### config.mk
export PLATFORM = sky130hd
export DESIGN_NAME = alu_arbiter
export DESIGN_NICKNAME = d
export VERILOG_FILES = /design/src/rtl/alu_arbiter.sv
export SDC_FILE = /design/constraint.sdc
export NUM_CORES = 1
export LEC_CHECK = 0
export ABC_CLOCK_PERIOD_IN_PS = 1800
export CORE_MARGIN = 2
export CORE_UTILIZATION = 25
export DETAILED_ROUTE_END_ITERATION = 8
export SETUP_SLACK_MARGIN = 0.4
export SYNTH_ARGS = -nofsm -noshare
export SYNTH_HDL_FRONTEND = slang
export SYNTH_SLANG_ARGS = --single-unit
### constraint.sdc
create_clock -name clk -period 1.8 [get_ports clk]
set_input_delay 0.18 -clock clk [delete_from_list [all_inputs] [get_ports clk]]
set_output_delay 0.18 -clock clk [all_outputs]
set_load 0.1 [all_outputs]
### src/rtl/alu_arbiter.sv
// Shares one 8-bit ALU between the execute (EX) and address-generation (AG) ports,
// owns the CCR {C,V,N,Z} and a small LIFO of saved CCR values for interrupt entry/return.
module alu_arbiter #(
  parameter int FSTK_DEPTH = 2
) (
  input  logic       clk,
  input  logic       rst_n,
  input  logic       ex_req,
  input  logic [7:0] ex_a,
  input  logic [7:0] ex_b,
  input  logic [3:0] ex_op,
  output logic       ex_gnt,
  output logic       ex_done,
  input  logic       ag_req,
  input  logic [7:0] ag_a,
  input  logic [7:0] ag_b,
  input  logic [3:0] ag_op,
  output logic       ag_gnt,
  output logic       ag_done,
  output logic [7:0] result,
  output logic [7:0] alu_a,
  output logic [7:0] alu_b,
  output logic [3:0] alu_opcode,
  input  logic [7:0] alu_out,
  input  logic [3:0] alu_flags,
  output logic [3:0] ccr,
  input  logic       flag_save,
  input  logic       flag_restore,
  output logic [2:0] fstk_cnt,
  output logic       fstk_err
);

  typedef enum logic [1:0] {IDLE, EXEC, DONE} state_t;

  state_t     state_q, state_d;
  logic       owner_q, owner_d;            // 1 = EX, 0 = AG
  logic       last_owner_q, last_owner_d;
  logic [7:0] a_q, a_d, b_q, b_d;
  logic [3:0] op_q, op_d;
  logic [7:0] result_q, result_d;
  logic [3:0] ccr_q, ccr_d;
  logic [2:0] cnt_q, cnt_d;
  logic       err_q, err_d;
  logic [3:0] fstk_q [4];
  logic [3:0] fstk_d [4];

  logic       arb_en, ex_win, ex_gnt_c, ag_gnt_c;
  logic       full, empty, push, pop, stk_err;
  logic [1:0] top_idx;

  // Arbitration is open only while no operation occupies the ALU.
  always_comb begin
    arb_en   = (state_q == IDLE) || (state_q == DONE);
    ex_win   = ex_req && (!ag_req || !last_owner_q);
    ex_gnt_c = arb_en && ex_win;
    ag_gnt_c = arb_en && ag_req && !ex_win;
  end

  always_ff @(posedge clk or negedge rst_n) begin
    if (!rst_n) begin
      state_q      <= IDLE;
      owner_q      <= 1'b0;
      last_owner_q <= 1'b0;
      a_q          <= 8'h00;
      b_q          <= 8'h00;
      op_q         <= 4'h0;
      result_q     <= 8'h00;
      ccr_q        <= 4'h0;
      cnt_q        <= 3'd0;
      err_q        <= 1'b0;
    end else begin
      state_q      <= state_d;
      owner_q      <= owner_d;
      last_owner_q <= last_owner_d;
      a_q          <= a_d;
      b_q          <= b_d;
      op_q         <= op_d;
      result_q     <= result_d;
      ccr_q        <= ccr_d;
      cnt_q        <= cnt_d;
      err_q        <= err_d;
    end
  end

  always_ff @(posedge clk) begin
    fstk_q <= fstk_d;
  end

  always_comb begin
    state_d = state_q;
    case (state_q)
      IDLE:    if (ex_gnt_c || ag_gnt_c) state_d = EXEC;
      EXEC:    state_d = DONE;
      DONE:    state_d = (ex_gnt_c || ag_gnt_c) ? EXEC : IDLE;
      default: state_d = IDLE;
    endcase
  end

  always_comb begin
    owner_d      = owner_q;
    last_owner_d = last_owner_q;
    a_d          = a_q;
    b_d          = b_q;
    op_d         = op_q;
    result_d     = result_q;
    ccr_d        = ccr_q;
    if (ex_gnt_c) begin
      owner_d      = 1'b1;
      last_owner_d = 1'b1;
      a_d          = ex_a;
      b_d          = ex_b;
      op_d         = ex_op;
    end else if (ag_gnt_c) begin
      owner_d      = 1'b0;
      last_owner_d = 1'b0;
      a_d          = ag_a;
      b_d          = ag_b;
      op_d         = ag_op;
    end else if (state_d == IDLE) begin
      a_d  = 8'h00;
      b_d  = 8'h00;
      op_d = 4'h0;
    end
    if (state_q == EXEC) begin
      result_d = alu_out;
      if (owner_q) ccr_d = alu_flags;
    end

    // Flag stack: a restore wins over a same-cycle EX flag commit.
    full    = (cnt_q == 3'(FSTK_DEPTH));
    empty   = (cnt_q == 3'd0);
    stk_err = (flag_save && flag_restore) || (flag_save && full) ||
              (flag_restore && empty);
    push    = flag_save && !flag_restore && !full;
    pop     = flag_restore && !flag_save && !empty;
    top_idx = 2'(cnt_q - 3'd1);
    fstk_d  = fstk_q;
    cnt_d   = cnt_q;
    err_d   = stk_err;
    if (push) begin
      fstk_d[cnt_q[1:0]] = ccr_q;
      cnt_d              = cnt_q + 3'd1;
    end
    if (pop) begin
      ccr_d = fstk_q[top_idx];
      cnt_d = cnt_q - 3'd1;
    end
  end

  always_comb begin
    ex_gnt     = ex_gnt_c;
    ag_gnt     = ag_gnt_c;
    ex_done    = (state_q == DONE) && owner_q;
    ag_done    = (state_q == DONE) && !owner_q;
    result     = result_q;
    alu_a      = a_q;
    alu_b      = b_q;
    alu_opcode = op_q;
    ccr        = ccr_q;
    fstk_cnt   = cnt_q;
    fstk_err   = err_q;
  end

endmodule
# == After elaboration in Yosys (flattened, before gate mapping) ==
# Cells that the tools add are included.
# word_totals
inputBits,58
register_bits,55
out_inout_bits,40
# op_classes
mux,24
add_sub_neg,2
n_bitwise,2
reduce_logical,35
n_eq_ne,3
magnitude_cmp,3
# op_table
operator,count
$mux 8,5
$mux 4,9
$bwmux 16,1
$logic_and 1x1->1,14
$bmux 4 s2,1
$demux 4 s2,1
$reduce_bool 2->1,4
$logic_not 1->1,7
$ge 3x3->1 const B,2
$mux 3,2
$not 2->3,2
$pmux 2 s3,1
$logic_or 1x1->1,5
$logic_not 2->1,2
$add 3x1->3 const B,1
$eq 3x2->1 const B,1
$logic_not 3->1,1
$lt 3x1->1 const B,1
$mux 1,3
$reduce_bool 3->1,1
$sub 3x1->3 const B,1
$eq 2x1->1 const B,1
$eq 2x2->1 const B,1
$mux 2,1
$reduce_and 2->1,1

# == Longest topological paths before layout ==
# Gate-level depths: netlist of the first run.
# logic_depth
word_depth,12
ltp_mapped,8
depth_no_buf,6

# == Worst setup path after synthesis of the first run ==
# Ideal clock, no wire load.
# synth_path
kind,register to output
start,"register, netlist name last_owner_q"
end,output port ex_done
path_slack_ns,-1.039
path_stages_with_launch,3
t_required_ns,1.620
t_arrival_ns,2.659
cell_sequence,dfrtp_1 -> inv_1 -> nor3b_1
# synth_rtl
item,line_no,text
"end, declared",13,"output logic ex_done,"

# == Worst setup path in the final report of the first run ==
# layout_path
start,register cnt_q[1] (netlist: fstk_cnt[1])
end,register fstk_q[3] in the netlist's numbering (enable)
# layout_between
elab_chain_cells,3
# layout_lines
item,line_no,text
"start, declared",42,"logic [2:0] cnt_q, cnt_d;"
"start signal, assigned",80,cnt_q <= cnt_d;
$eq 3x2->1,130,full = (cnt_q == 3'(FSTK_DEPTH));
$logic_not 1->1,134,push = flag_save && !flag_restore && !full;
$logic_and 1x1->1,134,
"end signal, assigned",86,fstk_q <= fstk_d;
"end, declared",44,logic [3:0] fstk_q [4];
# Every way passes these cells.
# A chain may end at the register's enable or synchronous reset.

==> flow_summary.rst, run 1 <==
.. list-table::
   :header-rows: 1

   * - Metric
     - Value
   * - Outcome
     - finished clean
   * - Top fanout value on the critical path
     - 6
   * - Asr flop ratio synth
     - between 70% and 80%
   * - Number of cells traversed by the worst register-to-register path
     - 4
   * - Worst ir drop on vdd
     - 0.530 mV
   * - Critical path start-end classification
     - flop to flop
   * - Tightest slew margin relative to the limit
     - 66.1%
   * - FP Rows
     - 35
   * - Top_reg_cell synth
     - dfrtp_1
   * - Pin count of the biggest net entering global routing
     - 40
   * - Most numerous cell in the Yosys netlist
     - dfrtp_1
   * - Synthesized-area fraction occupied by xor and xnor cells
     - less than 1%
   * - Final setup violating endpoints
     - 0
   * - Leakage power summed over all cells
     - 1.80 nW
   * - Post-detailed-route via-to-cell ratio
     - 4.43
   * - Summed instance area of the synthesized netlist
     - roughly 2300 um^2
   * - IO Pins
     - 98
   * - Fin Clk Skew
     - about 0.0056 ns
   * - Initial DRC Count
     - 110
   * - Post-synthesis sequential area ratio
     - a little over three fifths
   * - Syn_nets
     - 229
   * - Pre-antenna DRT Iters
     - 4
   * - Startpoint Class
     - flop
   * - Count of input and output buffers
     - 97
   * - Average footprint of a synthesized cell
     - 13.9 um^2
   * - Total CTS buffers
     - 5
   * - Residual antenna-violating net count after detailed routing
     - 0
   * - Overall routing resource usage
     - 11.4%
   * - Number of flops mapped to enable cells by yosys
     - 16
   * - # placed instances
     - ~370
   * - Max Slew Vio Count
     - 0
   * - Highest achievable clock rate
     - between 600 and 700 MHz
   * - First-pass GRT wire length
     - between 8000 and 9000 um
   * - Final standard cell count with taps included and fillers excluded
     - 400
   * - Min Clock Period, post-route
     - 1.62 ns
   * - Layout cell share with drive strength beyond 1
     - 39.4%
   * - Clock transition time at the flip-flop clock pins of the worst setup and hold paths
     - ~0.10 ns
   * - Clock Tree Buf Depth
     - 2
   * - Die area
     - 10000 um^2
   * - Detailed Place HPWL
     - 4020 um
   * - Area share of the largest cell type after synthesis
     - around 42%
   * - CTS tree
     - done
   * - Clock Root Buffer
     - clkbuf_8
   * - #FFs+latches synth
     - 55
   * - Max-cap violations
     - 0
   * - Cell types occupying the most area after synthesis
     - dfrtp_1 (42%), edfxtp_1 (21%), a222oi_1 (8.7%), mux2_2 (3.9%), mux4_2 (3.9%)
   * - Post-Synthesis Cells
     - 166
   * - Height of the chip
     - 100 um
   * - Number of global-route vias before repair
     - 1845
   * - Relative area change from synthesis to final layout
     - 72.1%
   * - Number of sinks on the clock net
     - 55
   * - Final-stage net count
     - 351
   * - Routed via count
     - roughly 1800
   * - H-tree depth reported by CTS
     - 2
   * - Post-synthesis cell type with the largest combined area
     - dfrtp_1
   * - Starting Density
     - 25.4%
   * - CP endpoint kind
     - flop
   * - Per-cell routed wire length
     - 15.4 um
   * - Simple logic cell fraction of the synthesized area
     - roughly 6.7%
   * - Post-detailed-route DRC marker count
     - 0
   * - Hold violation count in the final report
     - 0
   * - Main combinational cell family by area after synthesis
     - compound AO/OA/AOI/OAI gates
   * - Antenna cell count
     - 0
   * - Commonest cells in the netlist
     - dfrtp_1 (39), inv_1 (23), a222oi_1 (20), edfxtp_1 (16), nand2_1 (9)
   * - Die extent in x
     - 100 um
   * - Pwr dens
     - 1630 nW/um^2
   * - Setup repair after global routing missed its margin
     - true
   * - Routed wire length
     - just over 6000 um
   * - Worst path required time
     - roughly 1.8 ns
   * - Adder and majority gate portion of the synthesized area
     - 2.71%
   * - Grt total ovfl
     - 0
   * - Synthesis Warnings
     - 0
   * - Hold crit path type
     - primary input to async pin
   * - Arrival @ worst endpoint
     - 1.65 ns
   * - Post-synthesis compound-gate area fraction
     - 11.1%
   * - Core area
     - approximately 9000 um^2
   * - Final worst path period share
     - between 90% and 100%
   * - Worst-Skew Late Latency
     - 0.31 ns
   * - Final weighted congestion in routability-driven placement
     - roughly 0.76
   * - Number of filler instances in the final layout
     - 872
   * - Portion of netlist area occupied by mux cells
     - 9.52%
   * - Number of different library cells in the post-synthesis netlist
     - 23
   * - Number of antenna violations at the first check in global routing
     - 0
   * - Least-Margin Pin Slew
     - 0.509 ns
   * - Setup total negative slack
     - 0 ns
## path summary, 6_finish.rpt
path	start	slack, ns	end
worst max register to register	fstk_cnt[1]	0.18	fstk_q[3]
max in group asynchronous	rst_n	0.96	fstk_cnt[1]
worst min-delay path	rst_n	0.45	alu_a[6]
worst min register to register	alu_a[1]	0.52	alu_a[1]
min in group clk	ag_b[4]	0.45	alu_b[4]
worst max-delay path	fstk_cnt[1]	0.18	fstk_q[3]
## state kept, by name, indices dropped and copies added, names as in the netlist
register      cells
alu_a             8
alu_b             8
alu_opcode        4
ccr               4
fstk_cnt          3
fstk_err          1
fstk_q           16
last_owner_q      1
result            8
state_q           2
## per-stage QoR
stage | instance area, um^2 | hold slack [ns] | setup slack, ns | utilization, % | power, W
after floorplan | 2420 | -0.116 | -0.140 | - | 0.00436
after global placement | 3520 | 0.277 | 0.141 | 38.7 | 0.00528
after detailed placement | 3520 | 0.282 | 0.138 | 38.7 | 0.00529
after CTS | 3730 | 0.440 | 0.149 | 41.0 | 0.00626
after global routing | 3980 | 0.458 | 0.127 | 43.7 | 0.00674
final | 3980 | 0.449 | 0.179 | 43.7 | 0.00647
## area by class of cell
cell class,instances,area [um^2],area share (%)
Sequential cell,55,1470,36.8
Timing Repair Buffer,124,1290,32.5
Multi-Input combinational cell,79,871,21.9
Tap cell,111,139,3.49
Inverter,23,93.8,2.36
Clock buffer,5,68.8,1.73
Clock inverter,3,46.3,1.16
## kinds of logic (layout without fill, tap and decap cells)
family	count (synthesis)	count (layout)
DFF	55	55
AOI/OAI and AO/OA	30	30
xor gates and xnor gates	2	2
buffers and inverters	32	155
and+or+nand+nor	26	26
muxes	16	16
adders and majority gates	5	5
## worst max-delay path, stage by stage, from the launching register on
cell	delay, ns
dfrtp_4	0.51
ha_4	0.17
nor2b_4	0.13
nor3b_4	0.31
and2_4	0.23
## repair_timing
item / 4_1_cts / 5_1_grt
resized for setup: 10 / 26
setup buffers: 8 / 7
gates cloned: 0 / 4
hold buffers: 1 / 0
setup endpoints to repair: 27 / 57
pin swaps: 5 / 25
hold endpoints to repair: 39 / 0
## report_power, final
part	leakage, nW	switching (W)	internal, W	total [W]
clock network	0.0548	0.000419	0.000420	0.000839
logic	1.12	0.00242	0.00131	0.00373
registers	0.625	0.000267	0.00164	0.00190
## placed cells by master, fill, tap and decap left out, types with 3 or more instances in the layout
cell type / instances
mux2_4: 8
mux4_2: 4
edfxtp_1: 16
clkbuf_8: 5
nor2_1: 3
mux2i_1: 4
a222oi_1: 20
nor2b_4: 3
ha_1: 3
and2_4: 4
dfrtp_1: 35
o21ai_1: 3
nor3b_4: 4
buf_12: 11
clkbuf_16: 3
inv_1: 20
buf_6: 7
clkdlybuf4s50_1: 56
nand2_1: 7
buf_4: 44
## routing by layer
metal	track usage (%)	vias up	routed length [um]
li1	-	851	-
met4	2.53	0	43
met5	0	-	0
met2	19.9	68	3190
met1	13.9	848	2550
met3	3.34	6	380
Power figures use the tool's default switching activity.
==> run 2, diff against run 1 <==
--- a/config.mk
+++ b/config.mk
@@ -8,7 +8,9 @@
 export ABC_CLOCK_PERIOD_IN_PS = 1800
 export CORE_MARGIN = 2
 export CORE_UTILIZATION = 25
+export CTS_CLUSTER_SIZE = 28
 export DETAILED_ROUTE_END_ITERATION = 8
+export PLACE_DENSITY_LB_ADDON = 0.1
 export SETUP_SLACK_MARGIN = 0.4
 export SYNTH_ARGS = -nofsm -noshare
 export SYNTH_HDL_FRONTEND = slang
==> run 2 against run 1 <==
Net effect: setup slack better by 0.026 ns; hold slack worse by 0.055 ns; clock skew down 0.00062 ns; cell area decreased by 1.4%; critical path depth did not move; register-to-register slack better by 0.03 ns; cell count did not move; total power decreased by 4.9%; wire length grew 0.94%; via count grew 2.9%; sequential cell count is the same; first-iteration DRC count decreased by 15%.
==> flow_summary.rst, run 2 (synthesis results as in run 1) <==
.. list-table::
   :header-rows: 1

   * - Metric
     - Value
   * - Outcome
     - finished clean
   * - Max Slew Vio Count
     - 0 (unchanged)
   * - Count of input and output buffers
     - 97 (unchanged)
   * - Routed via count
     - 1825 (+2.9%)
   * - IO Pins
     - 98 (unchanged)
   * - Number of antenna violations at the first check in global routing
     - 0 (unchanged)
   * - Per-cell routed wire length
     - 15.5 um (+0.94%)
   * - Footprint of the multi-input gates
     - 870 um^2 (-0.14%)
   * - Final worst path period share
     - 88.6% (-1.4 points)
   * - Pre-CTS WS
     - 0.108 ns (-0.0300 ns)
   * - Startpoint Class
     - flop
   * - Final Cell Area
     - 3930 um^2 (-1.4%)
   * - Most common library cell in the layout ignoring fill and taps
     - clkdlybuf4s50_1
   * - Final-stage net count
     - 351 (unchanged)
   * - Antenna cell count
     - 0 (unchanged)
   * - Arrival @ worst endpoint
     - 1.62 ns (-0.03 ns)
   * - Max-cap violations
     - 0 (unchanged)
   * - Total CTS buffers
     - 5 (unchanged)
   * - Register bank with the most flops
     - fstk_q
   * - Leakage power summed over all cells
     - 1.77 nW (-1.6%)
   * - Die area
     - 10000 um^2 (unchanged)
   * - CTS tree
     - done
   * - Share of the core filled with cells in the final layout
     - 43.1% (-0.59 points)
   * - Number of global-route vias before repair
     - 1843 (-0.11%)
   * - Setup repair after global routing missed its margin
     - true
   * - Clock Tree Buf Depth
     - 2 (unchanged)
   * - H-tree depth reported by CTS
     - 2 (unchanged)
   * - Residual antenna-violating net count after detailed routing
     - 0 (unchanged)
   * - Clock transition time at the flip-flop clock pins of the worst setup and hold paths
     - 0.10 ns (about the same)
   * - Pwr dens
     - 1570 nW/um^2 (-3.6%)
   * - Highest achievable clock rate
     - 627 MHz (+1.6%)
   * - Least-Margin Pin Slew
     - 0.582 ns (+0.0733 ns)
   * - Clock Root Buffer
     - clkbuf_8
   * - Sequential cell area
     - 1470 um^2 (unchanged)
   * - Critical path start-end classification
     - flop to flop
   * - Fin Clk Skew
     - 0.00501 ns (-0.000624 ns)
   * - First-pass GRT wire length
     - 9310 um (+4.0%)
   * - Post-detailed-route via-to-cell ratio
     - 4.56 (+2.9%)
   * - Cell area after placement
     - 3510 um^2 (-0.28%)
   * - Flip-flop count of the largest register, all copies and words added
     - 16 (unchanged)
   * - Final setup violating endpoints
     - 0 (unchanged)
   * - CP endpoint kind
     - flop
   * - Pre-antenna DRT Iters
     - 6 (+2)
   * - Routed wire length
     - 6220 um (+0.94%)
   * - Min Clock Period, post-route
     - 1.60 ns (-0.0258 ns)
   * - Most used cells in the layout excluding fill and tap cells
     - clkdlybuf4s50_1 (56), buf_4 (43), dfrtp_1 (35)
   * - Post-route total power
     - 0.00615 W (-4.9%)
   * - FP Rows
     - 35 (unchanged)
   * - Starting Density
     - 25.4% (unchanged)
   * - Number of sinks on the clock net
     - 55 (unchanged)
   * - Tightest slew margin relative to the limit
     - 61.2% (-4.9 points)
   * - Layout cell share with drive strength beyond 1
     - 38.1% (-1.4 points)
   * - Pin count of the biggest net entering global routing
     - 24 (-40%)
   * - Worst ir drop on vdd
     - 0.641 mV (+21%)
   * - Overall routing resource usage
     - 12.0% (+0.67 points)
   * - Die extent in x
     - 100 um (unchanged)
   * - Final WS setup
     - 0.205 ns (+0.0258 ns)
   * - Hold violation count in the final report
     - 0 (unchanged)
   * - Core area
     - 9110 um^2 (unchanged)
   * - Grt total ovfl
     - 0 (unchanged)
   * - Relative area change from synthesis to final layout
     - 69.8%
   * - Final weighted congestion in routability-driven placement
     - 0.692 (-8.6%)
   * - Top fanout value on the critical path
     - 6 (unchanged)
   * - Hold Worst Slack
     - 0.394 ns (-0.0549 ns)
   * - Initial DRC Count
     - 94 (-15%)
   * - Number of filler instances in the final layout
     - 869 (-0.34%)
   * - Detailed Place HPWL
     - 4400 um (+9.4%)
   * - Post-detailed-route DRC marker count
     - 0 (unchanged)
   * - Worst-Skew Late Latency
     - 0.30 ns (about the same)
   * - Hold crit path type
     - primary input to async pin
   * - Height of the chip
     - 100 um (unchanged)
   * - Worst path required time
     - 1.83 ns (about the same)
[run 2: area by class of cell]
type	count	area share, %
flip-flops and latches	55	37.3
repair buffers	124	32.4
multi-input cells	79	22.1
well taps	111	3.54
inverters	23	2.39
clock buffers	6	1.85
clock inverters	2	0.319
[run 2: metal layers]
| metal | part of all wire, % | vias to the layer above | global-route usage (%) | routed length [um] |
|---|---|---|---|---|
| met5 | 0 | - | 0 | 0 |
| met4 | 0.48 | 0 | 3.16 | 30 |
| met3 | 5.5 | 2 | 3.41 | 344 |
| met2 | 52 | 59 | 21.1 | 3240 |
| met1 | 42 | 912 | 14.5 | 2600 |
| li1 | - | 852 | - | - |
[run 2: power breakdown]
group          internal [W]  switching (W)  leakage (nW)
combinational       0.00121        0.00236          1.11
clock              0.000273       0.000397        0.0412
sequential          0.00164       0.000275         0.625
[run 2: metrics by stage]
step	std cells	setup TNS [ns]
after floorplan	166	-2.44
after global placement	374	0
after detailed placement	374	0
after CTS	392	0
after global routing	400	0
final	400	0
[run 2: path summary, 6_finish.rpt]
path / start / end / slack [ns] / depth (start not counted)
worst max-delay path: fstk_cnt[1] / fstk_q[12] / 0.20 / 4
worst min-delay path: rst_n / alu_opcode[1] / 0.39 / 2
worst max register to register: fstk_cnt[1] / fstk_q[12] / 0.20 / 4
worst min register to register: alu_a[1] / alu_a[1] / 0.52 / 2
max in group asynchronous: rst_n / state_q[0] / 0.88 / 3
min in group clk: ag_a[6] / alu_a[6] / 0.46 / 3
[run 2: what timing repair did]
action,CTS,global route
endpoints found under the hold margin,22,0
cloned,0,4
gates resized for setup,11,24
hold buffers,1,0
setup endpoints to repair,35,56
pin swaps,8,22
setup buffers,9,4
[run 2: worst max-delay path, cell delays in order, from the launching register on]
cell     delay (ns)
dfrtp_4        0.51
ha_4           0.16
nor2b_4        0.13
nor3b_4        0.29
and2_4         0.23
